[src/rtl/ifu_pkg.sv]
// ifu_pkg: shared types and helpers for the instruction-fetch front end.
//   - RESET_PC_DEFAULT : default fetch PC after reset
//   - ifu_state_e      : fetch FSM states
//   - fetch_entry_t    : one fetch-buffer entry {pc, inst, fault}
//   - pc_misaligned()  : true when a PC is not word aligned
//   - make_entry()     : builds an entry, zeroing inst for faulting fetches
package ifu_pkg;

    localparam logic [31:0] RESET_PC_DEFAULT = 32'h8000_0000;

    typedef enum logic [1:0] {
        S_REQ  = 2'd0,
        S_WAIT = 2'd1,
        S_KILL = 2'd2,
        S_HALT = 2'd3
    } ifu_state_e;

    typedef struct packed {
        logic [31:0] pc;
        logic [31:0] inst;
        logic        fault;
    } fetch_entry_t;

    function automatic logic pc_misaligned(input logic [31:0] pc);
        return (pc[1:0] != 2'b00);
    endfunction

    function automatic fetch_entry_t make_entry(input logic [31:0] pc,
                                                input logic [31:0] inst,
                                                input logic        fault);
        fetch_entry_t e;
        e.pc    = pc;
        e.inst  = fault ? 32'h0000_0000 : inst;
        e.fault = fault;
        return e;
    endfunction

endpackage

[src/rtl/ifu_fetch_fifo.sv]
// ifu_fifo: synchronous fetch buffer between the fetch FSM and decode.
//   clock, reset (async active-low)
//   flush      : drop all entries (wins over a same-cycle push)
//   push/push_data : write one entry when not full
//   pop        : retire head entry when not empty
//   head       : current head entry (registered storage)
//   full/empty : occupancy flags; a pop frees a slot only from the next cycle
module ifu_fifo
    import ifu_pkg::*;
#(
    parameter int DEPTH = 2
) (
    input  logic         clock,
    input  logic         reset,
    input  logic         flush,
    input  logic         push,
    input  fetch_entry_t push_data,
    input  logic         pop,
    output fetch_entry_t head,
    output logic         full,
    output logic         empty
);

    localparam int AW = (DEPTH > 1) ? $clog2(DEPTH) : 1;
    localparam logic [AW-1:0] PTR_ONE  = AW'(1);
    localparam logic [AW-1:0] PTR_ZERO = AW'(0);
    localparam logic [AW:0]   CNT_ONE  = (AW + 1)'(1);
    localparam logic [AW:0]   CNT_ZERO = (AW + 1)'(0);
    localparam logic [AW:0]   CNT_FULL = (AW + 1)'(DEPTH);

    fetch_entry_t    mem_r [DEPTH];
    logic [AW-1:0]   wr_ptr_r;
    logic [AW-1:0]   rd_ptr_r;
    logic [AW:0]     count_r;
    logic            do_push_s;
    logic            do_pop_s;

    assign full      = (count_r == CNT_FULL);
    assign empty     = (count_r == CNT_ZERO);
    assign do_push_s = push && !full && !flush;
    assign do_pop_s  = pop && !empty && !flush;
    assign head      = mem_r[rd_ptr_r];

    // Pointer and occupancy tracking; flush empties the buffer outright.
    always_ff @(posedge clock or negedge reset) begin
        if (!reset) begin
            wr_ptr_r <= PTR_ZERO;
            rd_ptr_r <= PTR_ZERO;
            count_r  <= CNT_ZERO;
        end else if (flush) begin
            wr_ptr_r <= PTR_ZERO;
            rd_ptr_r <= PTR_ZERO;
            count_r  <= CNT_ZERO;
        end else begin
            if (do_push_s) begin
                wr_ptr_r <= wr_ptr_r + PTR_ONE;
            end
            if (do_pop_s) begin
                rd_ptr_r <= rd_ptr_r + PTR_ONE;
            end
            case ({do_push_s, do_pop_s})
                2'b10:   count_r <= count_r + CNT_ONE;
                2'b01:   count_r <= count_r - CNT_ONE;
                default: count_r <= count_r;
            endcase
        end
    end

    // Entry storage; cleared on reset so decode-side outputs read zero.
    always_ff @(posedge clock or negedge reset) begin
        if (!reset) begin
            for (int i = 0; i < DEPTH; i++) begin
                mem_r[i] <= '0;
            end
        end else if (do_push_s) begin
            mem_r[wr_ptr_r] <= push_data;
        end
    end

endmodule

[src/rtl/ifu_fetch.sv]
// ifu_fetch: instruction-fetch front end.
//   clock, reset (async active-low)
//   imem_req_valid/ready/addr : one outstanding word read at the current PC
//   imem_rsp_valid/data/err   : single-cycle response, no backpressure
//   redirect_valid/pc         : flush the buffer and restart fetch at redirect_pc
//   id_valid/ready/pc/inst/fault : head of the fetch buffer toward decode
module ifu_fetch
    import ifu_pkg::*;
#(
    parameter logic [31:0] RESET_PC   = RESET_PC_DEFAULT,
    parameter int          FIFO_DEPTH = 2
) (
    input  logic        clock,
    input  logic        reset,
    output logic        imem_req_valid,
    input  logic        imem_req_ready,
    output logic [31:0] imem_req_addr,
    input  logic        imem_rsp_valid,
    input  logic [31:0] imem_rsp_data,
    input  logic        imem_rsp_err,
    input  logic        redirect_valid,
    input  logic [31:0] redirect_pc,
    output logic        id_valid,
    input  logic        id_ready,
    output logic [31:0] id_pc,
    output logic [31:0] id_inst,
    output logic        id_fault
);

    ifu_state_e   state_r;
    ifu_state_e   state_nxt_s;
    logic [31:0]  pc_r;
    logic [31:0]  pc_nxt_s;
    logic         push_s;
    fetch_entry_t push_data_s;
    logic         flush_s;
    logic         pop_s;
    fetch_entry_t head_s;
    logic         full_s;
    logic         empty_s;
    logic         req_fire_s;
    logic         rsp_owed_s;

    // Requests only go out with buffer room, so every response has a slot.
    // Gating with reset keeps the request low while reset is held.
    assign imem_req_valid = reset && (state_r == S_REQ) && !full_s && !pc_misaligned(pc_r);
    assign imem_req_addr  = pc_r;
    assign req_fire_s     = imem_req_valid && imem_req_ready;

    // No decode transfer in a redirect cycle: the head is being flushed.
    assign id_valid = !empty_s && !redirect_valid;
    assign pop_s    = id_valid && id_ready;
    assign id_pc    = head_s.pc;
    assign id_inst  = head_s.inst;
    assign id_fault = head_s.fault;

    // A response is still owed if one is in flight and not arriving now.
    assign rsp_owed_s = ((state_r == S_WAIT) && !imem_rsp_valid) ||
                        ((state_r == S_KILL) && !imem_rsp_valid) ||
                        ((state_r == S_REQ)  && req_fire_s);

    // Fetch state and PC registers.
    always_ff @(posedge clock or negedge reset) begin
        if (!reset) begin
            state_r <= S_REQ;
            pc_r    <= RESET_PC;
        end else begin
            state_r <= state_nxt_s;
            pc_r    <= pc_nxt_s;
        end
    end

    // Next-state, PC update and buffer push/flush decisions.
    always_comb begin
        state_nxt_s = state_r;
        pc_nxt_s    = pc_r;
        push_s      = 1'b0;
        push_data_s = '0;
        flush_s     = 1'b0;
        if (redirect_valid) begin
            flush_s     = 1'b1;
            pc_nxt_s    = redirect_pc;
            state_nxt_s = rsp_owed_s ? S_KILL : S_REQ;
        end else begin
            case (state_r)
                S_REQ: begin
                    if (pc_misaligned(pc_r)) begin
                        if (!full_s) begin
                            push_s      = 1'b1;
                            push_data_s = make_entry(pc_r, 32'h0000_0000, 1'b1);
                            state_nxt_s = S_HALT;
                        end else begin
                            state_nxt_s = S_REQ;
                        end
                    end else if (req_fire_s) begin
                        state_nxt_s = S_WAIT;
                    end else begin
                        state_nxt_s = S_REQ;
                    end
                end
                S_WAIT: begin
                    if (imem_rsp_valid) begin
                        push_s      = 1'b1;
                        push_data_s = make_entry(pc_r, imem_rsp_data, imem_rsp_err);
                        if (imem_rsp_err) begin
                            state_nxt_s = S_HALT;
                        end else begin
                            pc_nxt_s    = pc_r + 32'd4;
                            state_nxt_s = S_REQ;
                        end
                    end else begin
                        state_nxt_s = S_WAIT;
                    end
                end
                S_KILL: begin
                    if (imem_rsp_valid) begin
                        state_nxt_s = S_REQ;
                    end else begin
                        state_nxt_s = S_KILL;
                    end
                end
                S_HALT: begin
                    state_nxt_s = S_HALT;
                end
                default: begin
                    state_nxt_s = S_REQ;
                end
            endcase
        end
    end

    ifu_fifo #(
        .DEPTH (FIFO_DEPTH)
    ) u_fifo (
        .clock     (clock),
        .reset     (reset),
        .flush     (flush_s),
        .push      (push_s),
        .push_data (push_data_s),
        .pop       (pop_s),
        .head      (head_s),
        .full      (full_s),
        .empty     (empty_s)
    );

endmodule

[config.mk]
export PLATFORM = sky130hd
export DESIGN_NAME = ifu_fetch
export DESIGN_NICKNAME = d
export VERILOG_FILES = /design/src/rtl/ifu_pkg.sv /design/src/rtl/ifu_fetch_fifo.sv /design/src/rtl/ifu_fetch.sv
export SDC_FILE = /design/constraint.sdc
export NUM_CORES = 1
export LEC_CHECK = 0
export CAP_MARGIN = 10
export CORE_UTILIZATION = 40
export CTS_CLUSTER_DIAMETER = 60
export DETAILED_ROUTE_END_ITERATION = 12
export DONT_BUFFER_PORTS = 1
export SLEW_MARGIN = 10
export SYNTH_ARGS = -nofsm -noshare
export SYNTH_HDL_FRONTEND = slang
export SYNTH_SLANG_ARGS = --single-unit
[constraint.sdc]
create_clock -name clock -period 1.7 [get_ports clock]
set_clock_uncertainty 0.1 [all_clocks]
set_input_delay 0.255 -clock clock [delete_from_list [all_inputs] [get_ports clock]]
set_output_delay 0.255 -clock clock [all_outputs]
set_load 0.01 [all_outputs]
# Word level (Yosys, flattened, before mapping)

Index checks and enable logic that the tools add are counted.
Widths: inputs -> output; s select.

Input port bits: 71
Word-level logic and storage cells: 96
Register bits: 168
Output and inout port bits: 99

Magnitude comparators: 3
Reductions and logical operators: 31
Bitwise logic cells: 2
Muxes and demuxes: 37
Equality and inequality tests: 7
Add/sub/neg operators: 5

Operator list:

| cell                  | count |
|---|---|
| $mux 65               | 8 |
| $mux 32               | 5 |
| $bwmux 130            | 1 |
| $pmux 65 s2           | 1 |
| $demux 65 s1          | 1 |
| $add 32x3->32 const B | 1 |
| $mux 2                | 8 |
| $logic_and 1x1->1     | 14 |
| $mux 1                | 10 |
| $reduce_bool 2->1     | 5 |
| $eq 2x2->1 const B    | 4 |
| $pmux 2 s4            | 1 |
| $logic_not 1->1       | 6 |
| $eq 2x1->1 const B    | 2 |
| $ge 2x2->1 const B    | 2 |
| $logic_not 2->1       | 2 |
| $not 1->2             | 2 |
| $pmux 2 s2            | 1 |
| $reduce_and 3->1      | 1 |
| $reduce_bool 3->1     | 1 |
| $add 1x1->1 const B   | 2 |
| $add 2x1->2 const B   | 1 |
| $logic_or 1x1->1      | 2 |
| $lt 2x1->1 const B    | 1 |
| other kinds (3)       | 3 |

# Logic depth before layout (Yosys ltp)

Gate-level depths: netlist of run 1.

Depth after elaboration: 10
Depth in mapped cells: 8
Mapped depth without buffers: 5

# Modules after synthesis

A second synthesis of run 1 with hierarchy kept.

Cells, all modules: 667
Area, all modules: 8264.2 µm²

Modules (own cells, without submodules):

| module    | area an instance (µm²) | seq. area each (µm²) | times used | cells an instance |
|---|---|---|---|---|
| ifu_fifo  | 5858.1                 | 3353.2               | 1          | 371 |
| ifu_fetch | 2406.1                 | 852.1                | 1          | 296 |

# Worst setup path before layout of run 1

OpenSTA, ideal clock, no wires.

Path kind: register -> register
Start: reg state_r[1]
End: reg pc_r[30], in the netlist imem_req_addr[30]
Path buffers: 1
Stages on the path, launching flop included: 7
Clock period less this slack: 1.916 ns
Setup time: 0.125 ns
Data required time: 1.475 ns
Setup slack: -0.216 ns
Arrival: 1.691 ns
Path through: dfrtp_1 > buf_2 > nand4bb_1 > nor4_1 > nand4_1 > xnor2_1 > mux2_2

Longest elaborated chain between the ends: 3

Ends and longest elaborated chain:

| element                            | line            | RTL |
|---|---|---|
| start: declaration                 | ifu_fetch.sv:30 | `ifu_state_e state_r;` |
| start signal: assignment           | ifu_fetch.sv:68 | `state_r <= state_nxt_s;` |
| $eq 2x1->1                         | ifu_fetch.sv:85 | `case (state_r)` |
| $reduce_bool 2->1 (no source line) | -               |  |
| $reduce_and 3->1 (no source line)  | -               |  |
| end signal: assignment             | ifu_fetch.sv:69 | `pc_r <= pc_nxt_s;` |
| end: declaration                   | ifu_fetch.sv:32 | `logic [31:0] pc_r;` |

Every way passes these cells.
A chain may end at the register's enable or synchronous reset.

# Worst setup path after layout of run 1

Start: reg state_r[1]
End: reg u_fifo.mem_r[74] (netlist bit)

Longest elaborated chain between the ends: 5
Elaborated cells between the ends (all ways): 9
Classes of those cells: eq/ne: 1; mux: 5; reduce/logical: 3

Ends and longest elaborated chain:

| element                                              | line                 | RTL |
|---|---|---|
| $eq 2x1->1 / $logic_not 2->1 (equally long branches) | ifu_fetch.sv:85      |  |
| $pmux 1 s2                                           | ifu_fetch.sv:85      |  |
| $mux 1                                               | ifu_fetch.sv:80      | `if (redirect_valid) begin` |
| $logic_and 1x1->1 (2 in series)                      | ifu_fetch_fifo.sv:40 | `assign do_push_s = push && !full && !flush;` |
| end signal: indexed assignment                       | ifu_fetch_fifo.sv:76 | `mem_r[wr_ptr_r] <= push_data;` |
| end: declaration                                     | ifu_fetch_fifo.sv:31 | `fetch_entry_t mem_r [DEPTH];` |

Several ways; a longest one is shown, not always the timed one.

==> flow_summary.toml, run 1 <==
[outcome]
status = "finished with violations"
violations = "negative hold slack, negative setup slack"

[critical_path]
r2r_start = "state_r[1]"
path_class = "flop to flop"
crit_arrival_ns = 2.23
critical_path.startpoint_type = "flop"
cp-end-kind = "flop"
critPathMaxFanout = 8
crit_required_ns = 1.94
setup.worst_path.start = "state_r[1]"
rrSetupSlack_ns = -0.28

[clocking]
cts_root_buffer = "clkbuf_16"
clk_pin_slew_ns = 0.07
cts_tree = "built"
insertion_delay_ns = 0.43
cts_sinks = 168
max-clock-path-buffers = 2
numCtsBuffers = 17
cts_hold_buf = 68
htree_levels = 4

[timing]
setup_ws_ns = -0.2831
rsz0062_at_grt = "true"
fmax_mhz = 504.2
holdWs_ns = -0.5638
setup_viol = 222
fin_crit_ns = 1.983
relSlewSlack_pct = 60.27
tns_ns = -41.56
finalCritPeriodShare_pct = 116.7
worst_pin_slew_ns = 0.5953
drv_slew = 0
hold_violations = 168

[synth]
synth_edf_count = 0
synth_seq_cells = 168
syn_area_mm2 = 0.007871
ys.flop_type = "dfrtp_1"
yosys_warnings = 0
synth_nets = 887
synth.avg_cell_area_um2 = 9.658
ys_seq_area_share_pct = 53.43
yosysUniqueCellTypes = 41
synthArstFlopShare_pct = 100.0
synthCells = 815

[pwr]
pwr_density_cell_mw_per_mm2 = 1033
power_w = 0.01319
peakVddDrop_uv = 756.3
power_leakage_nw = 5.648

[grt]
antenna_found_initial = 0
grt_pass1_vias = 6778
gr-usage-all-layers_pct = 24.86
grt_remaining_overflow = 0
grt_pass1_wl_mm = 37.72
grt_max_degree = 171

[hold_path]
hp-class = "primary input to async pin"

[route]
drt_first_pass_iters = 4
vias = 7021
routed_wl_mm = 27.94
viasPerCell = 5.464
wl_per_cell_um = 21.75
drc = 0
drtIter0Drc = 346
antenna_left = 0

[cells_and_area]
post-route-cell-area_mm2 = 0.01277
fill_cells = 1331
utilization_pct = 67.17
drive_gt1_share_pct = 46.44
seqCellArea_mm2 = 0.004224
multi_input_area_mm2 = 0.004740
finalNetCount = 1085
area_delta_synth_final_pct = 62.30
diodes = 0

[floorplan]
initial_core_util_pct = 41.39
die_area_mm2 = 0.02024
ios = 170
num_rows = 50
core_mm2 = 0.01902
die_h_um = 142.3
die_width_um = 142.3

[run]
cap_violations = 0

[placement]
place_area_mm2 = 0.008755
gp_congestion = 0.7929
portBuffers = 0
dp.final_hpwl_mm = 12.81
-- synthesized netlist by cell type, types with 2 or more instances --
library cell    n  share of area (%)
a21oi_1         7               0.45
nor2_1         19               0.91
buf_6           5               0.72
mux2_2         69                9.9
nand4_2         2               0.32
nand3_1         8               0.51
nor2b_1         2               0.16
xnor2_1        14                1.6
and3_1          4               0.32
clkbuf_1       27                1.3
o21ai_1       118                7.5
inv_1           2              0.095
buf_4           8               0.76
nor4_2          5               0.79
nand2_2         2               0.16
nand4_1        10               0.79
and4_1          3               0.33
nand2b_1        2               0.16
xor2_1         17                1.9
nor3_1          9               0.57
o21ai_0        43                2.7
nand2_1       237                 11
nor3b_1         2               0.19
buf_2          14               0.89
dfrtp_1       167                 53
nor4_1          4               0.32
-- worst max-delay path, stage by stage, from the launching register on --
cell and delay, ns:
dfrtp_1 0.43, buf_6 0.14, nand4bb_4 0.20, buf_6 0.14, buf_6 0.11, nor2_4 0.23, buf_12 0.15, buf_12 0.15
nand2_2 0.08, o21ai_1 0.15
-- cells in the final DEF, fill, tap and decap left out, types with 5 or more instances in the layout --
| master | instances |
|---|---|
| xnor2_1 | 12 |
| dfrtp_2 | 15 |
| a21oi_1 | 7 |
| buf_16 | 20 |
| nand2_2 | 49 |
| o21ai_0 | 8 |
| nand2_8 | 8 |
| mux2_4 | 65 |
| nor4_4 | 7 |
| clkbuf_16 | 32 |
| o21ai_1 | 94 |
| buf_6 | 26 |
| o21ai_2 | 57 |
| nor3_4 | 5 |
| clkinv_2 | 5 |
| buf_12 | 19 |
| nand2_4 | 45 |
| buf_8 | 6 |
| dfrtp_1 | 152 |
| dlygate4sd3_1 | 67 |
| buf_4 | 75 |
| xor2_1 | 17 |
| nand2_1 | 142 |
| nand4_1 | 10 |
| nor2_4 | 5 |
| nor2_1 | 12 |
-- cells by family after synthesis --
group,synth area share [%]
AO/OA/AOI/OAI,11.37
multiplexers,9.998
flip-flops,53.43
AND/OR/NAND/NOR,17.85
XOR/XNOR,3.449
adder cells (fa/ha/maj),0.1589
buffers and inverters,3.751
-- flip-flops by register name (all words and copies together), names as in the netlist --
signal and count:
u_fifo.rd_ptr_r 1, u_fifo.wr_ptr_r 1, imem_req_addr 32, state_r 2, u_fifo.mem_r 130, u_fifo.count_r 2
-- through the flow --
| stage | setup slack, ns | cells |
|---|---|---|
| finish | -0.2831 | 1285 |
| global route | -0.3630 | 1285 |
| CTS | -0.2809 | 1258 |
| detailed placement | -0.1422 | 1100 |
| global placement | -0.1464 | 1100 |
| floorplan | -0.1753 | 815 |
-- final cells by class --
class,instances,share of cell area [%]
Clock buffer,20,3.575
Clock inverter,11,0.7737
Inverter,2,0.05877
Multi-Input combinational cell,596,37.10
Sequential cell,168,33.07
Tap cell,260,2.547
Timing Repair Buffer,228,22.88
-- power breakdown --
| part | switching (W) | leakage (nW) | internal [W] |
|---|---|---|---|
| combinational | 0.00220 | 3.12 | 0.00228 |
| sequential | 0.000422 | 2.25 | 0.00456 |
| clock | 0.00164 | 0.280 | 0.00209 |
-- repair_timing --
action	in CTS	in global routing
hold endpoints to repair	270	168
setup buffers	34	16
pin swaps	62	60
cloned	27	25
resized for setup	172	247
setup endpoints to repair	176	227
-- layer usage --
metal | global-route usage [%] | part of all wire [%] | vias to the layer above
li1 | - | - | 3190
met1 | 32.43 | 42 | 3504
met2 | 40.79 | 49 | 278
met3 | 5.249 | 6.4 | 49
met4 | 8.885 | 2.6 | 0
met5 | 0 | 0 | -
-- worst paths after layout --
kind	cells past startpoint	to
setup / recovery	9	u_fifo.mem_r[74]
hold / removal	0	u_fifo.mem_r[4]
setup reg to reg	9	u_fifo.mem_r[74]
hold reg to reg	2	u_fifo.mem_r[128]
max in group asynchronous	0	imem_req_addr[31]
min in group clock	3	state_r[1]
Note: power is estimated with default switching activity, not from simulation.
==> run 2, diff against run 1 <==
- ABC_AREA: not set -> 0
==> results of run 2 <==
The final DEF is identical to that of run 1; final timing and power are the same.
==> variant 1: new RTL, settings of run 2 <==
Register the output `id_fault`, with the module's reset; this adds one clock of latency there. The other outputs are not delayed to match.
--- a/src/rtl/ifu_fetch.sv
+++ b/src/rtl/ifu_fetch.sv
@@ -54,3 +54,9 @@
     assign id_inst  = head_s.inst;
-    assign id_fault = head_s.fault;
+    always_ff @(posedge clock or negedge reset) begin
+        if (!reset) begin
+            id_fault <= '0;
+        end else begin
+            id_fault <= head_s.fault;
+        end
+    end
 
Behaviour: not the same (Yosys sat finds a counterexample within 4 cycles, from zero or initial values and one cycle with reset low).
==> variant 1 against run 2 <==
The flow still finishes with violations (negative hold slack, negative setup slack). First-iteration DRC count rose by 5.8%. Highest routed layer unchanged. Sequential cell count increased by 1. Design area decreased by 6.3%. Count of clock-buffer cells in the layout shrank 1. Non-clock buffer count down 44. Synthesized area up 13%. Setup slack got worse by 180 ps. Largest power group unchanged. Via count decreased by 8.3%. Routed wire length fell by 6.1%. Total power increased by 2.0%.
==> variant 1: results (changes against run 2) <==
stage	metric	value	unit	change
yosys	synthMuxAreaShare	24.9	%	+15 points
routing	vias	6437		-8.3%
yosys	synth-seq-area-share	47.7	%	-5.8 points
yosys	ys_warn_count	0		unchanged
final_layout	drive_gt1_share	48.6	%	+2.1 points
pwr	power_frac_clock	29.3	%	+1.1 points
routing	met1_length	10900	µm	-7.2%
sta	worstMarginPinSlew	367	ps	-229 ps
placement	gp_congestion	0.797		+0.47%
status	violations	negative hold slack, negative setup slack		
cts	cts_buffers	17		unchanged
global_route	grt_max_degree	173		+1.2%
worst_setup_path	cp.arrival	2370	ps	+140 ps
pwr	vdd_drop_max	0.584	mV	-23%
placement	placed_cells	1024		-6.9%
final_layout	largest_reg_flops	130		unchanged
worst_setup_path	worstSetupEndpoint	u_fifo.mem_r[108]		
global_route	antenna_found_initial	0		unchanged
global_route	grt_pass1_wl	38700	µm	+2.6%
sta	hold_slack	-575	ps	-11.2 ps
routing	wl_per_cell	22.8	µm	+5.0%
pwr	p_leak	5.62	nW	-0.46%
yosys	synth_area_leaders	dfrtp_1 (47%), mux2_2 (19%), buf_4 (5.6%), mux2_1 (4.8%), and3_1 (3.2%)		
die	die_w	151	µm	+6.1%
yosys	synth_compound_area_share	4.59	%	-6.8 points
yosys	synth_area_per_cell	11.6	µm²	+20%
yosys	synth_xor_area_share	1.18	%	-2.3 points
worst_setup_path	max_stage_delay	390	ps	-40 ps
global_route	gr-usage-met2	38.5	%	-2.3 points
final_layout	nFillCells	1780		+34%
cts	holdBufCountCts	34		-50%
yosys	synthAdderAreaFrac	0.141	%	-0.018 points
routing	via_per_inst	5.60		+2.5%
yosys	netlist_top_cells_count	dfrtp_1 (168), mux2_2 (150), buf_4 (66)		
pwr	p_seq	5.26	mW	+5.6%
status	outcome	complete, but fails checks		
final_layout	fin_nets	928		-14%
worst_setup_path	r2r_start	imem_req_addr[1]		
yosys	syn_nets	838		-5.5%
global_route	grt_pass1_vias	6751		-0.40%
sta	finalSetupViolCount	227		+2.3%
global_route	grt_use_total	22.7	%	-2.2 points
worst_setup_path	reg2regPathDepth	7		-2
cts	cts_resized	151		-12%
routing	wl_met2	13400	µm	-2.1%
sta	finalHoldViolations	169		+0.60%
routing	met3_length	1460	µm	-19%
routing	drt_iter0_markers	366		+5.8%
global_route	use_met1	27.9	%	-4.5 points
pwr	switching_share	30.0	%	-2.3 points
cts	cts_setup_buffers	41		+21%
sta	setup_ws	-468	ps	-185 ps
yosys	synthDistinctLibCells	45		+9.8%
global_route	use_met3	5.66	%	+0.41 points
worst_setup_path	crit_fanout	6		-2
-- variant 1: cell types whose count changed after synthesis, sizes merged, moves of 17 or more --
cell	delta
a31oi	+17
and2	+22
and3	+42
buf	+59
mux2	+119
nand2	-203
o21ai	-144
or4	+17
-- variant 1: layout make-up --
cell class                      instances  area share (%)
Clock inverter                         13            1.18
Multi-Input combinational cell        471            37.5
Inverter                               13           0.408
Timing Repair Buffer                  184            18.7
Sequential cell                       169            35.4
Clock buffer                           19            3.78
Tap cell                              280            2.93
-- variant 1: stage by stage --
stage / setup TNS, ps / setup WS, ps / instance area [µm²] / utilization, % / power (mW)
after floorplan: -37930 / -392 / 9010 / - / 7.60
after detailed placement: -55090 / -504 / 9410 / 43.1 / 8.22
after global routing: -90240 / -592 / 12000 / 54.9 / 14.1
final: -71500 / -468 / 12000 / 54.9 / 13.5
after global placement: -42620 / -396 / 9410 / 43.1 / 8.05
after CTS: -73590 / -467 / 11600 / 53.4 / 13.4
==> variant 2: new RTL, settings of run 2 <==
Made on the original files. Set the parameter `FIFO_DEPTH` to 4 (it was 2).
--- a/src/rtl/ifu_fetch.sv
+++ b/src/rtl/ifu_fetch.sv
@@ -10,3 +10,3 @@
     parameter logic [31:0] RESET_PC   = RESET_PC_DEFAULT,
-    parameter int          FIFO_DEPTH = 2
+    parameter int          FIFO_DEPTH = 4
 ) (
Behaviour: no difference found for any inputs over 4 cycles, from zero or initial values and one cycle with reset low; that may be too few to reach the edited logic, so the function may still have changed.
==> variant 2 against run 2 <==
Global-route usage increased by 0.59 points. Cell count increased by 59%. Die area increased by 71%. Synthesized cell count increased by 60%. Critical path type is now flip-flop to output port. Setup slack got worse by 240 ps. Sequential cell count increased by 133. Design area increased by 71%. Highest routed layer unchanged. The flow still finishes with violations (negative hold slack, negative setup slack). Synthesized area increased by 72%. Non-clock buffer count increased by 103. Fmax decreased by 11%. Largest cell class unchanged. Total power increased by 110%. Routed wire length increased by 72%.
==> variant 2: results (changes against run 2) <==
stage	metric	value	unit	change
routing	firstDrtPassIters	5		+1
final_layout	sh_seq_area	34.6	%	+1.5 points
global_route	use_met3	5.92	%	+0.67 points
pwr	vdd_drop_max	0.647	mV	-14%
global_route	gr-usage-met2	41.4	%	+0.60 points
cts	clkLatencyLatePin	530	ps	+100 ps
worst_setup_path	worstSetupEndpoint	id_pc[6]		
final_layout	largest_reg_flops	260		+100%
cts	cts_buffers	36		+19
status	violations	negative hold slack, negative setup slack		
cts	cts_max_level	2		-2
final_layout	clkbuf_count	50		+150%
yosys	syn_area	13600	µm²	+72%
global_route	grt_pass1_wl	66700	µm	+77%
sta	hold_slack	-667	ps	-103 ps
final_layout	drive_gt1_share	53.9	%	+7.4 points
sta	finalSetupViolCount	350		+58%
status	outcome	complete, but fails checks		
routing	drt_wl_total	48000	µm	+72%
global_route	use_met1	34.0	%	+1.6 points
yosys	synthAdderAreaFrac	0.609	%	+0.45 points
placement	placed_cells	1758		+60%
final_layout	multi_input_area_share	35.9	%	-1.2 points
routing	drt_iter0_markers	805		+130%
final_layout	buf_share	21.6	%	-1.3 points
final_layout	buffers	331		+45%
worst_setup_path	r2r_start	u_fifo.count_r[0]		
routing	wl_met2	23400	µm	+72%
placement	gp_congestion	0.812		+2.4%
placement	hpwl	21600	µm	+69%
yosys	synth_area_per_cell	10.4	µm²	+7.8%
cts	cts.clk_slew.worst_paths	50	ps	-20 ps
final_layout	clockNetworkAreaShare	5.17	%	+0.82 points
yosys	synth_compound_area_share	13.2	%	+1.9 points
worst_setup_path	r2r_slack	-480	ps	-200 ps
worst_setup_path	crit_fanout	6		-2
yosys	syn_nets	1379		+55%
pwr	p_int	18.0	mW	+100%
pwr	combPwrFrac	37.1	%	+3.1 points
cts	holdBufCountCts	69		+1.5%
sta	setup_ws	-524	ps	-241 ps
sta	finalHoldViolations	301		+79%
sta	tns	-94740	ps	-53180 ps
yosys	synth_xor_area_share	0.969	%	-2.5 points
worst_setup_path	worstSetupStartpoint	u_fifo.rd_ptr_r[0]		
placement	place_area	14900	µm²	+71%
worst_setup_path	r2r_end	u_fifo.count_r[2]		
cts	cts_resized	357		+110%
variant 2: changes by cell type in the layout (fill, tap and decap cells not counted), sizes merged, moves of 65 or more:
cell / change
mux4: +65
dfrtp: +133
o21ai: +119
buf: +93
mux2: -66
nand2: +110
variant 2: worst min-delay path by stage:
stage | startpoint | endpoint | slack [ps] | cells past startpoint
after global placement | reset | u_fifo.mem_r[148] | -130 | 0
after floorplan | reset | imem_req_addr[0] | -140 | 0
after detailed placement | reset | u_fifo.mem_r[213] | -130 | 0
final | reset | u_fifo.mem_r[213] | -670 | 0
after global routing | reset | u_fifo.mem_r[148] | -680 | 0
after CTS | reset | u_fifo.mem_r[213] | -680 | 0
variant 2: cell families (layout without fill, tap and decap cells):
group           after synthesis  count (layout)
flops                       301             301
xor+xnor                     15              15
fa+ha+maj                     6               6
buf+inv                     104             400
mux                          71              71
simple gates                472             472
compound gates              333             333
other cells                   0               1
variant 2: critical path: stages (launching register included):
cell and delay (ps):
dfrtp_4 460, buf_12 150, clkbuf_16 170, mux4_2 570
